==> src/rtl/uart_tx_mmio.sv <==
`default_nettype none
// ============================================================================
// Module  : uart_tx_mmio
// Brief   : Memory-mapped UART transmitter with a small TX FIFO.
//           Define UART_TX_PARITY_EN to append an even-parity bit.
// Revision: 1.0 - initial release
// ============================================================================
module uart_tx_mmio #(
  parameter int          ADDRESS_WIDTH    = 32,
  parameter int          INSTR_DATA_WIDTH = 32,
  parameter int          FIFO_DEPTH       = 4,
  parameter logic [15:0] DIV_RESET        = 16'd434
) (
  input  logic                        CLK,
  input  logic                        RST,
  input  logic [1:0]                  RAM_SEL,
  input  logic                        MEM_WS,
  input  logic [ADDRESS_WIDTH-1:0]    Addr,
  input  logic [INSTR_DATA_WIDTH-1:0] WR_DATA,
  output logic [INSTR_DATA_WIDTH-1:0] RD_DATA,
  output logic                        TX,
  output logic                        TX_IRQ
);
  localparam int              c_aw    = $clog2(FIFO_DEPTH);
  localparam logic [c_aw:0]   c_depth = (c_aw+1)'(FIFO_DEPTH);
  localparam logic [c_aw:0]   c_one   = (c_aw+1)'(1);
  localparam logic [c_aw-1:0] c_pinc  = c_aw'(1);

  localparam logic [2:0] c_idle   = 3'd0;
  localparam logic [2:0] c_start  = 3'd1;
  localparam logic [2:0] c_data   = 3'd2;
  localparam logic [2:0] c_stop   = 3'd4;
`ifdef UART_TX_PARITY_EN
  localparam logic [2:0] c_parity = 3'd3;
`endif

  logic            sel, wr_en, push, pop, push_ok, full, empty, launch, baud_zero;
  logic [1:0]      reg_idx;
  logic [15:0]     reload;
  logic [7:0]      head_byte;
  logic [2:0]      state_q, state_d;
  logic [15:0]     baud_q, baud_d, div_q, div_d;
  logic [2:0]      bit_q, bit_d;
  logic [7:0]      shreg_q, shreg_d;
  logic            tx_q, tx_d, ovf_q, ovf_d;
  logic [c_aw-1:0] wptr_q, wptr_d, rptr_q, rptr_d;
  logic [c_aw:0]   cnt_q, cnt_d;
  logic [7:0]      mem_q [FIFO_DEPTH];
  logic [7:0]      mem_d [FIFO_DEPTH];
`ifdef UART_TX_PARITY_EN
  logic            par_q, par_d;
`endif
  logic            unused_bits;

  assign unused_bits = ^{Addr[ADDRESS_WIDTH-1:4], Addr[1:0], WR_DATA[INSTR_DATA_WIDTH-1:16]};

  assign sel       = (RAM_SEL == 2'b10);
  assign wr_en     = sel && MEM_WS;
  assign reg_idx   = Addr[3:2];
  assign push      = wr_en && (reg_idx == 2'd0);
  assign full      = (cnt_q == c_depth);
  assign empty     = (cnt_q == '0);
  assign head_byte = mem_q[rptr_q];
  assign baud_zero = (baud_q == 16'd0);
  // A divisor of 0 behaves as 1, so the reload value saturates at 0.
  assign reload    = (div_q == 16'd0) ? 16'd0 : div_q - 16'd1;

  always_comb begin
    state_d = state_q;
    baud_d  = baud_q;
    bit_d   = bit_q;
    shreg_d = shreg_q;
    tx_d    = tx_q;
    launch  = 1'b0;
`ifdef UART_TX_PARITY_EN
    par_d   = par_q;
`endif
    case (state_q)
      c_idle: launch = !empty;
      c_start: begin
        if (baud_zero) begin
          state_d = c_data;
          baud_d  = reload;
          bit_d   = 3'd0;
          tx_d    = shreg_q[0];
        end else begin
          baud_d = baud_q - 16'd1;
        end
      end
      c_data: begin
        if (baud_zero) begin
          baud_d  = reload;
          shreg_d = {1'b0, shreg_q[7:1]};
          if (bit_q == 3'd7) begin
`ifdef UART_TX_PARITY_EN
            state_d = c_parity;
            tx_d    = par_q;
`else
            state_d = c_stop;
            tx_d    = 1'b1;
`endif
          end else begin
            bit_d = bit_q + 3'd1;
            tx_d  = shreg_q[1];
          end
        end else begin
          baud_d = baud_q - 16'd1;
        end
      end
`ifdef UART_TX_PARITY_EN
      c_parity: begin
        if (baud_zero) begin
          state_d = c_stop;
          baud_d  = reload;
          tx_d    = 1'b1;
        end else begin
          baud_d = baud_q - 16'd1;
        end
      end
`endif
      c_stop: begin
        if (baud_zero) begin
          if (!empty) begin
            launch = 1'b1;
          end else begin
            state_d = c_idle;
            tx_d    = 1'b1;
          end
        end else begin
          baud_d = baud_q - 16'd1;
        end
      end
      default: begin
        state_d = c_idle;
        tx_d    = 1'b1;
      end
    endcase
    // Frame launch is shared by IDLE and the back-to-back path out of STOP.
    if (launch) begin
      shreg_d = head_byte;
      baud_d  = reload;
      state_d = c_start;
      tx_d    = 1'b0;
`ifdef UART_TX_PARITY_EN
      par_d   = ^head_byte;
`endif
    end
  end

  assign pop = launch;

  always_comb begin
    // A push into a full FIFO still lands when the FSM frees a slot this cycle.
    push_ok = push && (!full || pop);
    wptr_d  = push_ok ? wptr_q + c_pinc : wptr_q;
    rptr_d  = pop ? rptr_q + c_pinc : rptr_q;
    case ({push_ok, pop})
      2'b10:   cnt_d = cnt_q + c_one;
      2'b01:   cnt_d = cnt_q - c_one;
      default: cnt_d = cnt_q;
    endcase
    mem_d = mem_q;
    if (push_ok) mem_d[wptr_q] = WR_DATA[7:0];
    ovf_d = ovf_q;
    if (wr_en && (reg_idx == 2'd1)) ovf_d = 1'b0;
    if (push && full && !pop) ovf_d = 1'b1;
    div_d = (wr_en && (reg_idx == 2'd2)) ? WR_DATA[15:0] : div_q;
  end

  always_comb begin
    RD_DATA = '0;
    if (sel) begin
      case (reg_idx)
        2'd1:    RD_DATA[3:0]  = {ovf_q, (state_q != c_idle), empty, full};
        2'd2:    RD_DATA[15:0] = div_q;
        default: RD_DATA       = '0;
      endcase
    end
  end

  always_ff @(posedge CLK) begin
    if (RST) begin
      state_q <= c_idle;
      baud_q  <= '0;
      bit_q   <= '0;
      shreg_q <= '0;
      tx_q    <= 1'b1;
      ovf_q   <= 1'b0;
      div_q   <= DIV_RESET;
      wptr_q  <= '0;
      rptr_q  <= '0;
      cnt_q   <= '0;
`ifdef UART_TX_PARITY_EN
      par_q   <= 1'b0;
`endif
    end else begin
      state_q <= state_d;
      baud_q  <= baud_d;
      bit_q   <= bit_d;
      shreg_q <= shreg_d;
      tx_q    <= tx_d;
      ovf_q   <= ovf_d;
      div_q   <= div_d;
      wptr_q  <= wptr_d;
      rptr_q  <= rptr_d;
      cnt_q   <= cnt_d;
`ifdef UART_TX_PARITY_EN
      par_q   <= par_d;
`endif
    end
  end

  always_ff @(posedge CLK) begin
    mem_q <= mem_d;
  end

  assign TX     = tx_q;
  assign TX_IRQ = empty && (state_q == c_idle);

endmodule
`default_nettype wire

==> config.mk <==
export PLATFORM = sky130hd
export DESIGN_NAME = uart_tx_mmio
export DESIGN_NICKNAME = d
export VERILOG_FILES = /design/src/rtl/uart_tx_mmio.sv
export SDC_FILE = /design/constraint.sdc
export NUM_CORES = 1
export LEC_CHECK = 0
export CORE_MARGIN = 8
export CORE_UTILIZATION = 45
export DETAILED_ROUTE_END_ITERATION = 16
export DONT_BUFFER_PORTS = 1
export PLACE_DENSITY = 0.58
export RECOVER_POWER = 100
export SETUP_SLACK_MARGIN = 0.15
export SLEW_MARGIN = 20
export SYNTH_ARGS = -nofsm -noshare
export SYNTH_HDL_FRONTEND = slang
export SYNTH_SLANG_ARGS = --single-unit
==> constraint.sdc <==
create_clock -name CLK -period 6.68 [get_ports CLK]
set_input_delay 1.002 -clock CLK [delete_from_list [all_inputs] [get_ports CLK]]
set_output_delay 1.002 -clock CLK [all_outputs]
set_load 0.02 [all_outputs]
==> qor.yml <==
ys_seq_area_frac: 0.426
synth.avg_cell_area_sq_um: 9.58
final_cell_area_sq_mm: 0.00498
synth_edf_count: 32
crit_arrival_ns: 4.32
max_cap_viol_count: 0
cp.depth: 11
antenna_found_initial: 0
post-cts-setup-buffers: 0
overflow: 0
num_vias: 3586
nets: 572
worstPathRequired_ns: 6.98
rr_worst_depth: 11
coreArea_sq_mm: 0.0107
fin_setup_tns_ns: 0
start_util: 0.454
wire_per_inst_um: 18.1
io_pins: 103
place_hpwl_mm: 8.11
crit_end: "cnt_q[2]"
placed_area_sq_mm: 0.00482
post_cts_resized: 0
clock_skew_ns: 0.0154
yosys_warnings: 0
cts-root-buf: "clkbuf_8"
setup_ws_ns: 2.66
end_kind: "flop"
tritoncts: "built"
die_w_um: 120
p_leak_nw: 1.75
regArea_sq_mm: 0.00206
drive_gt1_frac: 0.0832
slew_viol_final: 0
r2r_start: "baud_q[7]"
grt_max_degree: 45
hold_depth: 2
synth_ff_type: "dfxtp_1"
syn2layout_area_growth_pct: 2.92
worst-path-buf-inv: 2
multi_input_area_sq_mm: 0.00246
first_pass_iters: 4
netlist_instances: 505
path_class: "flop to flop"
grt_pass1_vias: 3495
rsz0062_at_grt: "no"
ant_nets: 0
path_clk_slew_ns: 0.10
insertion_delay_ns: 0.37
rows: 38
gp_congestion: 0.819
setup.worst_path.start_class: "flop"
setup_viol_count_final: 0
grt.total_usage: 0.162
min_path_type: "flop to flop"
synth_cell_types: 73
slowest_stage: "o21ai_0"
yosys.area.top_type: "dfxtp_1"
clock_path_buffers: 2
finalCritPeriodShare: 0.602
yosysMostFrequentCell: "nand2_1"
async_flop_share: 0
io_buffer_count: 0
n_fill_cell: 1045
synth_common_cells: "70 x nand2_1, 55 x dfxtp_1, 38 x a21oi_1"
max_stage_delay_ns: 0.68
crit_chain: "nor4_1, nand2b_1, o21ai_0, nand2_2, inv_1, ha_1, inv_1, fa_1, xor2_1, or3_1, a21oi_1"
grt_pass1_wl_mm: 18.6
via_per_inst: 5.67
drt_iter0_drc: 259
timing.critical_path.max_delay_family: "simple AND/OR/NAND/NOR gates"
critPathLaunch: "baud_q[7]"
diodes: 0
slew_headroom: 0.403
status: "complete, no violations"
htree_levels: 3
tightest_slew_ns: 0.893
synth_seq_cells: 87
syn_area_sq_mm: 0.00484
die_h_um: 120
post-place-ws_ns: 3.20
max-vdd-ir-drop_mv: 0.173
cts_buffers: 9
cpMostUsedCell: "inv_1"
fp.dieArea_sq_mm: 0.0143
p_per_area_mw_per_mm2: 399
yosysTopAreaCellShare: 0.228
r2r_slack_ns: 2.66
synth_area_leaders: "dfxtp_1 23%, edfxtp_1 20%, nand2_1 5.4%, a21oi_1 3.9%, mux4_2 3.7%"
drc: 0
holdBufCountCts: 0
hold_viol: 0
worst-path-max-fanout: 13
max_freq_mhz: 249
min_period_ns: 4.02
clock_sink_count: 87
timing.rr.end: "cnt_q[2]"
drt_wl_total_mm: 11.4
report_power, final:
| group | switching [W] | internal, W | leakage (nW) |
|---|---|---|---|
| clock | 0.000219 | 0.000185 | 0.108 |
| sequential | 0.0000802 | 0.000618 | 0.735 |
| combinational | 0.000578 | 0.000305 | 0.903 |
| total | 0.000877 | 0.00111 | 1.75 |
layout by cell type (no fill, tap or decap), types with 4 or more instances in the layout:
cell type,instances
a21oi_1,38
a22oi_1,10
a31oi_1,5
a41oi_1,5
and2_0,5
and3_1,14
clkbuf_8,9
conb_1,16
dfxtp_1,55
edfxtp_1,32
ha_1,14
inv_1,16
inv_8,4
mux2i_1,4
mux4_2,8
nand2_1,70
nand2b_1,4
nand3_1,18
nor2_1,35
nor3_1,10
nor4_1,7
o211ai_1,5
o21ai_0,15
o221ai_1,4
or3_1,5
or4_1,4
xnor2_1,8
xor2_1,13
registers in the layout, indices dropped and copies added, names as in the netlist:
name / flops
TX: 1
baud_q: 16
bit_q: 3
cnt_q: 3
div_q: 16
mem_q: 32
ovf_q: 1
rptr_q: 2
shreg_q: 8
state_q: 3
wptr_q: 2
worst reg2reg max path: stages, from the launching register on:
cell      delay, ns
dfxtp_1        0.37
nor4_1         0.66
nand2b_1       0.44
o21ai_0        0.68
nand2_2        0.15
inv_1          0.37
ha_1           0.26
inv_1          0.06
fa_1           0.37
xor2_1         0.16
or3_1          0.30
a21oi_1        0.13
metrics by stage:
step                       util  hold WS, ns  std cells  power (W)
after floorplan               -        0.432        520    0.00147
after global placement    0.453        0.434        617    0.00160
after detailed placement  0.453        0.443        617    0.00161
after CTS                 0.473        0.457        633    0.00202
after global routing      0.468        0.472        633    0.00213
final                     0.468        0.452        633    0.00198
layer usage:
metal | vias to the layer above | track usage | share of wire
li1 | 1762 | - | -
met1 | 1719 | 0.208 | 0.45
met2 | 93 | 0.253 | 0.47
met3 | 12 | 0.0545 | 0.072
met4 | 0 | 0.0468 | 0.015
met5 | - | 0 | 0
kinds of logic after synthesis:
group                    synth area share
AO/OA/AOI/OAI                       0.153
buffers and inverters              0.0641
AND/OR/NAND/NOR                     0.227
other                            0.000775
flip-flops                          0.426
adder cells (fa/ha/maj)            0.0403
multiplexers                       0.0502
XOR/XNOR                           0.0380
area by class of cell:
cell class	count	area share
multi-input cells	373	0.495
flip-flops and latches	87	0.414
well taps	140	0.0352
clock buffers	9	0.0249
clock inverters	7	0.0183
inverters	17	0.0128
worst min path at each step:
stage	startpoint	to
global placement	shreg_q[4]	shreg_q[4]
CTS	shreg_q[3]	shreg_q[3]
detailed placement	shreg_q[3]	shreg_q[3]
finish	shreg_q[3]	shreg_q[3]
floorplan	shreg_q[0]	shreg_q[0]
global route	shreg_q[5]	shreg_q[5]
(Power assumes the default switching activity.)
